--- src/rtl/fetch_if.sv ---
// fetch_if: fetch-stage bus (imem request/response, redirect, decode handshake); master = fetch unit, slave = environment
interface fetch_if #(
  parameter int PC_W     = 8,
  parameter int INSTR_W  = 32,
  parameter int FQ_DEPTH = 4
);
  localparam int CW = $clog2(FQ_DEPTH) + 1;
  logic               fetch_en_i;
  logic               imem_req_o;
  logic [PC_W-1:0]    imem_addr_o;
  logic [INSTR_W-1:0] imem_rdata_i;
  logic               redirect_i;
  logic [PC_W-1:0]    redirect_pc_i;
  logic               if_valid_o;
  logic [INSTR_W-1:0] if_instr_o;
  logic [PC_W-1:0]    if_pc_o;
  logic               id_ready_i;
  logic [CW-1:0]      fq_count_o;
  modport master (
    input  fetch_en_i, imem_rdata_i, redirect_i, redirect_pc_i, id_ready_i,
    output imem_req_o, imem_addr_o, if_valid_o, if_instr_o, if_pc_o, fq_count_o
  );
  modport slave (
    output fetch_en_i, imem_rdata_i, redirect_i, redirect_pc_i, id_ready_i,
    input  imem_req_o, imem_addr_o, if_valid_o, if_instr_o, if_pc_o, fq_count_o
  );
endinterface

--- src/rtl/fetch_unit.sv ---
// fetch_unit: PC + 1-cycle imem requests + FIFO fetch queue to decode; ports clk_i, rst_i (sync, high), bus (fetch_if.master)
module fetch_unit #(
  parameter int              PC_W     = 8,
  parameter int              INSTR_W  = 32,
  parameter int              FQ_DEPTH = 4,
  parameter logic [PC_W-1:0] RESET_PC = '0,
  parameter int              PC_STEP  = 1
) (
  input logic     clk_i,
  input logic     rst_i,
  fetch_if.master bus
);
  localparam int AW = $clog2(FQ_DEPTH);
  localparam int CW = AW + 1;
  logic [PC_W-1:0]    pc_r, inflight_pc;
  logic               inflight;
  logic [AW-1:0]      head, tail;
  logic [CW-1:0]      count;
  logic [INSTR_W-1:0] instr_q [FQ_DEPTH];
  logic [PC_W-1:0]    pc_q [FQ_DEPTH];
  logic               valid, issue, push, pop;
  // Credits count the in-flight response so the queue can never overflow;
  // a killed response never pushes because redirect clears the in-flight flag.
  always_comb begin
    valid = count != '0;
    issue = bus.fetch_en_i & ~bus.redirect_i & ~rst_i & ((count + CW'(inflight)) < CW'(FQ_DEPTH));
    push  = inflight & ~bus.redirect_i;
    pop   = valid & bus.id_ready_i & ~bus.redirect_i;
  end
  assign bus.imem_req_o  = issue;
  assign bus.imem_addr_o = issue ? pc_r : '0;
  assign bus.if_valid_o  = valid;
  assign bus.if_instr_o  = valid ? instr_q[head] : '0;
  assign bus.if_pc_o     = valid ? pc_q[head] : '0;
  assign bus.fq_count_o  = count;
  always_ff @(posedge clk_i) begin
    if (rst_i) begin
      pc_r        <= RESET_PC;
      inflight    <= 1'b0;
      inflight_pc <= '0;
      head        <= '0;
      tail        <= '0;
      count       <= '0;
    end else if (bus.redirect_i) begin
      pc_r     <= bus.redirect_pc_i;
      inflight <= 1'b0;
      head     <= '0;
      tail     <= '0;
      count    <= '0;
    end else begin
      if (issue) pc_r <= pc_r + PC_W'(PC_STEP);
      inflight    <= issue;
      inflight_pc <= pc_r;
      head        <= head + AW'(pop);
      tail        <= tail + AW'(push);
      count       <= count + CW'(push) - CW'(pop);
    end
  end
  always_ff @(posedge clk_i) begin
    if (push & ~rst_i) begin
      instr_q[tail] <= bus.imem_rdata_i;
      pc_q[tail]    <= inflight_pc;
    end
  end
  always_ff @(posedge clk_i) begin
    if (!rst_i) assert (!(push && count == CW'(FQ_DEPTH)));
  end
endmodule

--- src/flat_wrapper.sv ---
// flat-port wrapper written by rule: the top's interface ports become plain ports
module fetch_unit_flat 
#(
  parameter int              PC_W     = 8,
  parameter int              INSTR_W  = 32,
  parameter int              FQ_DEPTH = 4,
  parameter logic [PC_W-1:0] RESET_PC = '0,
  parameter int              PC_STEP  = 1
)
  (clk_i, rst_i, bus_fetch_en_i, bus_imem_rdata_i, bus_redirect_i, bus_redirect_pc_i, bus_id_ready_i, bus_imem_req_o, bus_imem_addr_o, bus_if_valid_o, bus_if_instr_o, bus_if_pc_o, bus_fq_count_o);
  fetch_if #(.PC_W(PC_W), .INSTR_W(INSTR_W), .FQ_DEPTH(FQ_DEPTH)) bus_i ();
  input logic clk_i;
  input logic rst_i;
  input wire logic [$bits(bus_i.fetch_en_i)-1:0] bus_fetch_en_i;
  input wire logic [$bits(bus_i.imem_rdata_i)-1:0] bus_imem_rdata_i;
  input wire logic [$bits(bus_i.redirect_i)-1:0] bus_redirect_i;
  input wire logic [$bits(bus_i.redirect_pc_i)-1:0] bus_redirect_pc_i;
  input wire logic [$bits(bus_i.id_ready_i)-1:0] bus_id_ready_i;
  output wire logic [$bits(bus_i.imem_req_o)-1:0] bus_imem_req_o;
  output wire logic [$bits(bus_i.imem_addr_o)-1:0] bus_imem_addr_o;
  output wire logic [$bits(bus_i.if_valid_o)-1:0] bus_if_valid_o;
  output wire logic [$bits(bus_i.if_instr_o)-1:0] bus_if_instr_o;
  output wire logic [$bits(bus_i.if_pc_o)-1:0] bus_if_pc_o;
  output wire logic [$bits(bus_i.fq_count_o)-1:0] bus_fq_count_o;
  assign bus_i.fetch_en_i = bus_fetch_en_i;
  assign bus_i.imem_rdata_i = bus_imem_rdata_i;
  assign bus_i.redirect_i = bus_redirect_i;
  assign bus_i.redirect_pc_i = bus_redirect_pc_i;
  assign bus_i.id_ready_i = bus_id_ready_i;
  assign bus_imem_req_o = bus_i.imem_req_o;
  assign bus_imem_addr_o = bus_i.imem_addr_o;
  assign bus_if_valid_o = bus_i.if_valid_o;
  assign bus_if_instr_o = bus_i.if_instr_o;
  assign bus_if_pc_o = bus_i.if_pc_o;
  assign bus_fq_count_o = bus_i.fq_count_o;
  fetch_unit #(.PC_W(PC_W), .INSTR_W(INSTR_W), .FQ_DEPTH(FQ_DEPTH), .RESET_PC(RESET_PC), .PC_STEP(PC_STEP)) u_core (.clk_i(clk_i), .rst_i(rst_i), .bus(bus_i));
endmodule
--- config.mk ---
export PLATFORM = sky130hd
export DESIGN_NAME = fetch_unit_flat
export DESIGN_NICKNAME = d
export VERILOG_FILES = /design/src/rtl/fetch_if.sv /design/src/rtl/fetch_unit.sv /design/src/flat_wrapper.sv
export SDC_FILE = /design/constraint.sdc
export NUM_CORES = 1
export LEC_CHECK = 0
export BUFFER_PORTS_ARGS = -buffer_cell sky130_fd_sc_hd__buf_2
export CAP_MARGIN = 10
export CORE_UTILIZATION = 24
export CTS_BUF_LIST = sky130_fd_sc_hd__clkbuf_8 sky130_fd_sc_hd__clkbuf_16
export DETAILED_ROUTE_END_ITERATION = 16
export PLACE_DENSITY = 0.47
export SLEW_MARGIN = 20
export SYNTH_ARGS = -nofsm -noshare
export SYNTH_HDL_FRONTEND = slang
export SYNTH_SLANG_ARGS = --single-unit
--- constraint.sdc ---
create_clock -name clk_i -period 4.33 [get_ports clk_i]
set_clock_uncertainty 0.05 [all_clocks]
set_input_delay 0.2165 -clock clk_i [delete_from_list [all_inputs] [get_ports clk_i]]
set_output_delay 0.2165 -clock clk_i [all_outputs]
set_load 0.005 [all_outputs]
Word level (Yosys, flattened, before mapping)
Memories as Yosys holds them, arrays and structs flattened. A register that Yosys moved wholly into a read port is not among the register bits.
Cells that the tools add are included.
{"block": "classes", "addsub": 6, "n_lt_le_gt_ge": 1, "muxes": 9, "n_bitwise": 9, "n_reduce_logical": 3}
{"cell": "$mux 32", "count": 1}
{"cell": "$mux 8", "count": 4}
{"cell": "$add 8x1->8 const B", "count": 1}
{"cell": "$and 1x1->1", "count": 7}
{"cell": "$add 3x1->3", "count": 2}
{"cell": "$add 2x1->2", "count": 2}
{"cell": "$mux 2", "count": 2}
{"cell": "$lt 3x3->1 const B", "count": 1}
{"cell": "$reduce_bool 3->1", "count": 1}
{"cell": "$sub 3x1->3", "count": 1}
{"cell": "$mux 1", "count": 2}
{"cell": "$not 1->1", "count": 2}
{"cell": "$reduce_bool 2->1", "count": 1}
{"cell": "$reduce_or 2->1", "count": 1}
{"block": "word_totals", "regBits": 24, "mem_bits_rw": 160, "output_inout_bits": 53, "wordCells": 36, "mem_count": 2}
{"memory": "u_core.instr_q", "words": 4, "word_bits": 32, "read_ports": 1, "rd_clocked_by_memory_dff": 1, "write_ports": 1, "line_no": "fetch_unit.sv:19", "rtl": "logic [INSTR_W-1:0] instr_q [FQ_DEPTH];"}
{"memory": "u_core.pc_q", "words": 4, "word_bits": 8, "read_ports": 1, "rd_clocked_by_memory_dff": 1, "write_ports": 1, "line_no": "fetch_unit.sv:20", "rtl": "logic [PC_W-1:0] pc_q [FQ_DEPTH];"}

Longest topological paths before layout
{"block": "depth", "ltp_word": 6, "depth_mapped": 10, "mapped_depth_nobuf": 9}

Least setup slack after synthesis
OpenSTA, ideal clock, no wires.
{"block": "synth_timing", "kind": "input port to flip-flop", "start": "in bus_redirect_i", "end": "mem u_core.instr_q[2][0] (enable)", "arrival_ns": 3.708, "required_ns": 3.785, "slack_ns": 0.077, "stages": 4, "n_path_buf": 1, "path_cell_list": "buf_2 > nor2_1 > nand2_1 > nor3b_1"}
{"block": "synth_via", "elab_chain_len": 5}
{"item": "start: declaration", "line_no": "flat_wrapper.sv:16", "rtl": "input wire logic [$bits(bus_i.redirect_i)-1:0] bus_redirect_i;"}
{"item": "$not 1->1", "line_no": "fetch_unit.sv:27", "rtl": "push = inflight & ~bus.redirect_i;"}
{"item": "$and 1x1->1", "line_no": "fetch_unit.sv:27"}
{"item": "$and 1x1->1", "line_no": "fetch_unit.sv:60", "rtl": "if (push & ~rst_i) begin"}
{"item": "$mux 1", "line_no": "fetch_unit.sv:60"}
{"item": "$mux 1 (not written as such)", "line_no": "fetch_unit.sv:61", "rtl": "instr_q[tail] <= bus.imem_rdata_i;"}
{"item": "end: declaration", "line_no": "fetch_unit.sv:19"}
Every way passes these cells.

Worst setup path in the final report
{"block": "layout_timing", "start": "reg u_core.count[0], in the netlist u_core.bus.fq_count_o[0]", "end": "reg u_core.count[2], in the netlist u_core.bus.fq_count_o[2]"}
{"block": "layout_via", "elab_chain_len": 4, "word_cells_on_any_way": 5, "cone_classes": "add/sub (2); bitwise (2); reduce/logical (1)"}
{"item": "start: declaration", "line_no": "fetch_unit.sv:18", "rtl": "logic [CW-1:0] count;"}
{"item": "start signal: assignment", "line_no": "fetch_unit.sv:56", "rtl": "count <= count + CW'(push) - CW'(pop);"}
{"item": "branches (longest 3 deep; another with $add 3x1->3)"}
{"item": "$sub 3x1->3 *", "line_no": "fetch_unit.sv:56"}
Every way passes the cells marked *.
A chain may end at the register's enable or synchronous reset.

==> summary.txt <==
CTS
  • CTS Root Cell: clkbuf_16
  • H-tree Lvls: 4
  • # hold bufs at CTS: 37
  • CTS Sinks: 184
  • Max Buffers Root-to-Sink: 2
  • Clk_lat worst skew: 0.42 ns
  • Clk slew on worst S/H paths: 0.07 ns
  • Num CTS Buffers: 17
  • CTS tree: built
  • Post-CTS setup buffers: 0
  • Post-cts sizing count: 0

Synthesis
  • Yosys reg bits: 184
  • Ys async rst share: 0%
  • Synth Flop Type: edfxtp_1
  • Mapped Area: 0.00728 mm²
  • Post-synth cell types: 40
  • Syn Inst Count: 397
  • EDFF count, synth: 160
  • Yosys warns: 0
  • Avg Cell Area, Syn: 18.3 µm²
  • Syn Nets: 448
  • Sequential area share after synthesis: 72.6%

Routing
  • DRC violations left: 0
  • Total wire length: 15.4 mm
  • Initial DRC Count: 211
  • Total number of vias: 3890
  • Wire per inst: 16.4 µm
  • TritonRoute pass-1 iters: 4
  • Post-DRT Antenna Nets: 0
  • Drt via density: 4.15

GRT
  • Vias in the first global route: 4214
  • Largest net degree at the start of global routing: 43
  • Global-route usage over all layers: 10.4%
  • First-pass GRT wire length: 23.8 mm
  • GRT Max-Usage Layer: met2
  • GRT met2 Usage: 17.4%
  • Initial antenna violation count: 0
  • Remaining global-route overflow: 0
  • Met1 GRT Util: 12.9%
  • Met3 GRT Util: 3.32%

Worst setup path
  • Critical path capture point type: register
  • Worst Path Required: 4.57 ns
  • Buf/Inv on CP: 2
  • Crit path max-delay family: adder cells
  • Arrival time at the worst endpoint: 2.91 ns
  • Critical path fanouts, max: 42
  • Crit path kind: reg -> reg
  • Worst path cell trace: nor3_2, buf_4, nor3b_1, ha_1, inv_1, ha_1, fa_1, xnor2_1, xnor2_1, nor2_1
  • Slowest-stage cell, CP: buf_4
  • CP Launch Type: register
  • Worst path max stage delay: 0.49 ns

STA
  • Max Fclk: 374 MHz
  • Relative max-transition margin: 33.3%
  • Crit path time final: 2.67 ns
  • Worst setup margin: 1.66 ns
  • Setup violations, final: 0
  • Slew @ Worst Pin: 0.993 ns
  • Final Max Slew Viols: 0
  • Setup TNS: 0 ns
  • Final Hold Violating Endpoints: 0
  • RSZ-0062 raised after global routing: no
  • Period Utilization, post-route: 61.7%

Finish
  • Commonest non-fill, non-tap cell in the layout: edfxtp_1
  • Fraction of layout cells with a size suffix above 1: 33.6%
  • Layout area overhead: 26.7%
  • # diodes: 0
  • Most frequent cells in the layout: edfxtp_1, buf_2, nor2b_1
  • Final nets: 586

Power
  • VDD IR max: 0.000234 V
  • PD cells: 401 mW/mm²
  • Leakage Power: 3.13 nW

Place
  • Routability cong.: 0.721
  • DP HPWL: 9.36 mm
  • Worst slack, placed: 1.59 ns
  • Port Buffers: 97

Floorplanning
  • Initial core utilization: 24.5%
  • IO Pins: 98
  • Core area: 0.0297 mm²
  • Die Outline Area: 0.0310 mm²
  • Site row count: 63
  • Die Y-Extent: 176 µm
  • Die X: 176 µm

Job
  • Max-Cap Viols: 0

Status
  • Outcome: finished, final reports clean

Min path
  • Hold WC Path Type: in -> reg
## tightest hold or removal path, stage by stage
cell and delay (ns):
buf_2 0.10, inv_1 0.06, a2111oi_2 0.06
## metrics by stage
stage | cell area [µm²] | cells | util (%) | power, mW | hold slack (ns)
after floorplan | 7280 | 397 | - | 2.04 | 0.265
after global placement | 8230 | 869 | 27.7 | 2.09 | 0.380
after detailed placement | 8230 | 869 | 27.7 | 2.09 | 0.386
after CTS | 9220 | 937 | 31.0 | 3.75 | 0.000651
after global routing | 9220 | 937 | 31.0 | 3.83 | 0.0164
final | 9220 | 937 | 31.0 | 3.70 | 0.0131
## logic make-up (layout without fill, tap and decap cells)
group / count (synthesis) / after routing / synth area share [%]
DFF: 184 / 184 / 72.6
and+or+nand+nor: 100 / 100 / 7.94
muxes: 44 / 44 / 12.9
buffers and inverters: 35 / 185 / 2.04
xor gates and xnor gates: 6 / 6 / 0.825
AOI/OAI and AO/OA: 22 / 22 / 2.56
adders and majority gates: 6 / 6 / 1.13
## per-layer routing
metal | up-vias | share of wire [%]
met2 | 98 | 50
met3 | 7 | 6.0
met5 | - | 0
met1 | 1958 | 43
li1 | 1827 | -
met4 | 0 | 0.66
## sequential cells by signal, indices dropped and copies added, names as in the netlist
register / flops
u_core.bus.fq_count_o: 3
u_core.head: 2
u_core.inflight: 1
u_core.inflight_pc: 8
u_core.instr_q: 128
u_core.pc_q: 32
u_core.pc_r: 8
u_core.tail: 2
## report_power, final
part | internal (mW) | leakage [nW] | switching, mW
clock | 0.970 | 0.301 | 0.651
sequential | 1.94 | 1.63 | 0.0153
combinational | 0.0640 | 1.19 | 0.0621
## worst paths after layout
path,cells after the start,slack [ns],start,to
worst min-delay path,3,0.01,bus_redirect_pc_i[3],u_core.pc_r[3]
worst max-delay path,10,1.66,u_core.bus.fq_count_o[0],u_core.bus.fq_count_o[2]
worst min register to register,2,0.46,u_core.inflight_pc[6],u_core.inflight_pc[6]
worst max register to register,10,1.66,u_core.bus.fq_count_o[0],u_core.bus.fq_count_o[2]
## synth_stat cells, drive strengths merged (5+ instances only)
master	instances	area share [%]
a2111oi	6	1.0
and2	10	0.86
buf	14	0.96
clkbuf	7	0.36
dfxtp	24	6.6
edfxtp	160	66
ha	5	0.86
inv	13	0.67
mux4	40	12
nand2	11	0.57
nor2	12	0.62
nor2b	43	3.7
nor3	6	0.48
nor4	5	0.43
xnor2	5	0.60
## area by class of cell
class | count | area [µm²]
clock buffers | 17 | 425
clock inverters | 14 | 198
fillers | 2934 | 20500
inverters | 14 | 52.6
multi-input cells | 178 | 1870
flip-flops and latches | 184 | 5290
well taps | 390 | 488
repair buffers | 140 | 901
No activity file was read; power rests on OpenSTA's default activity.
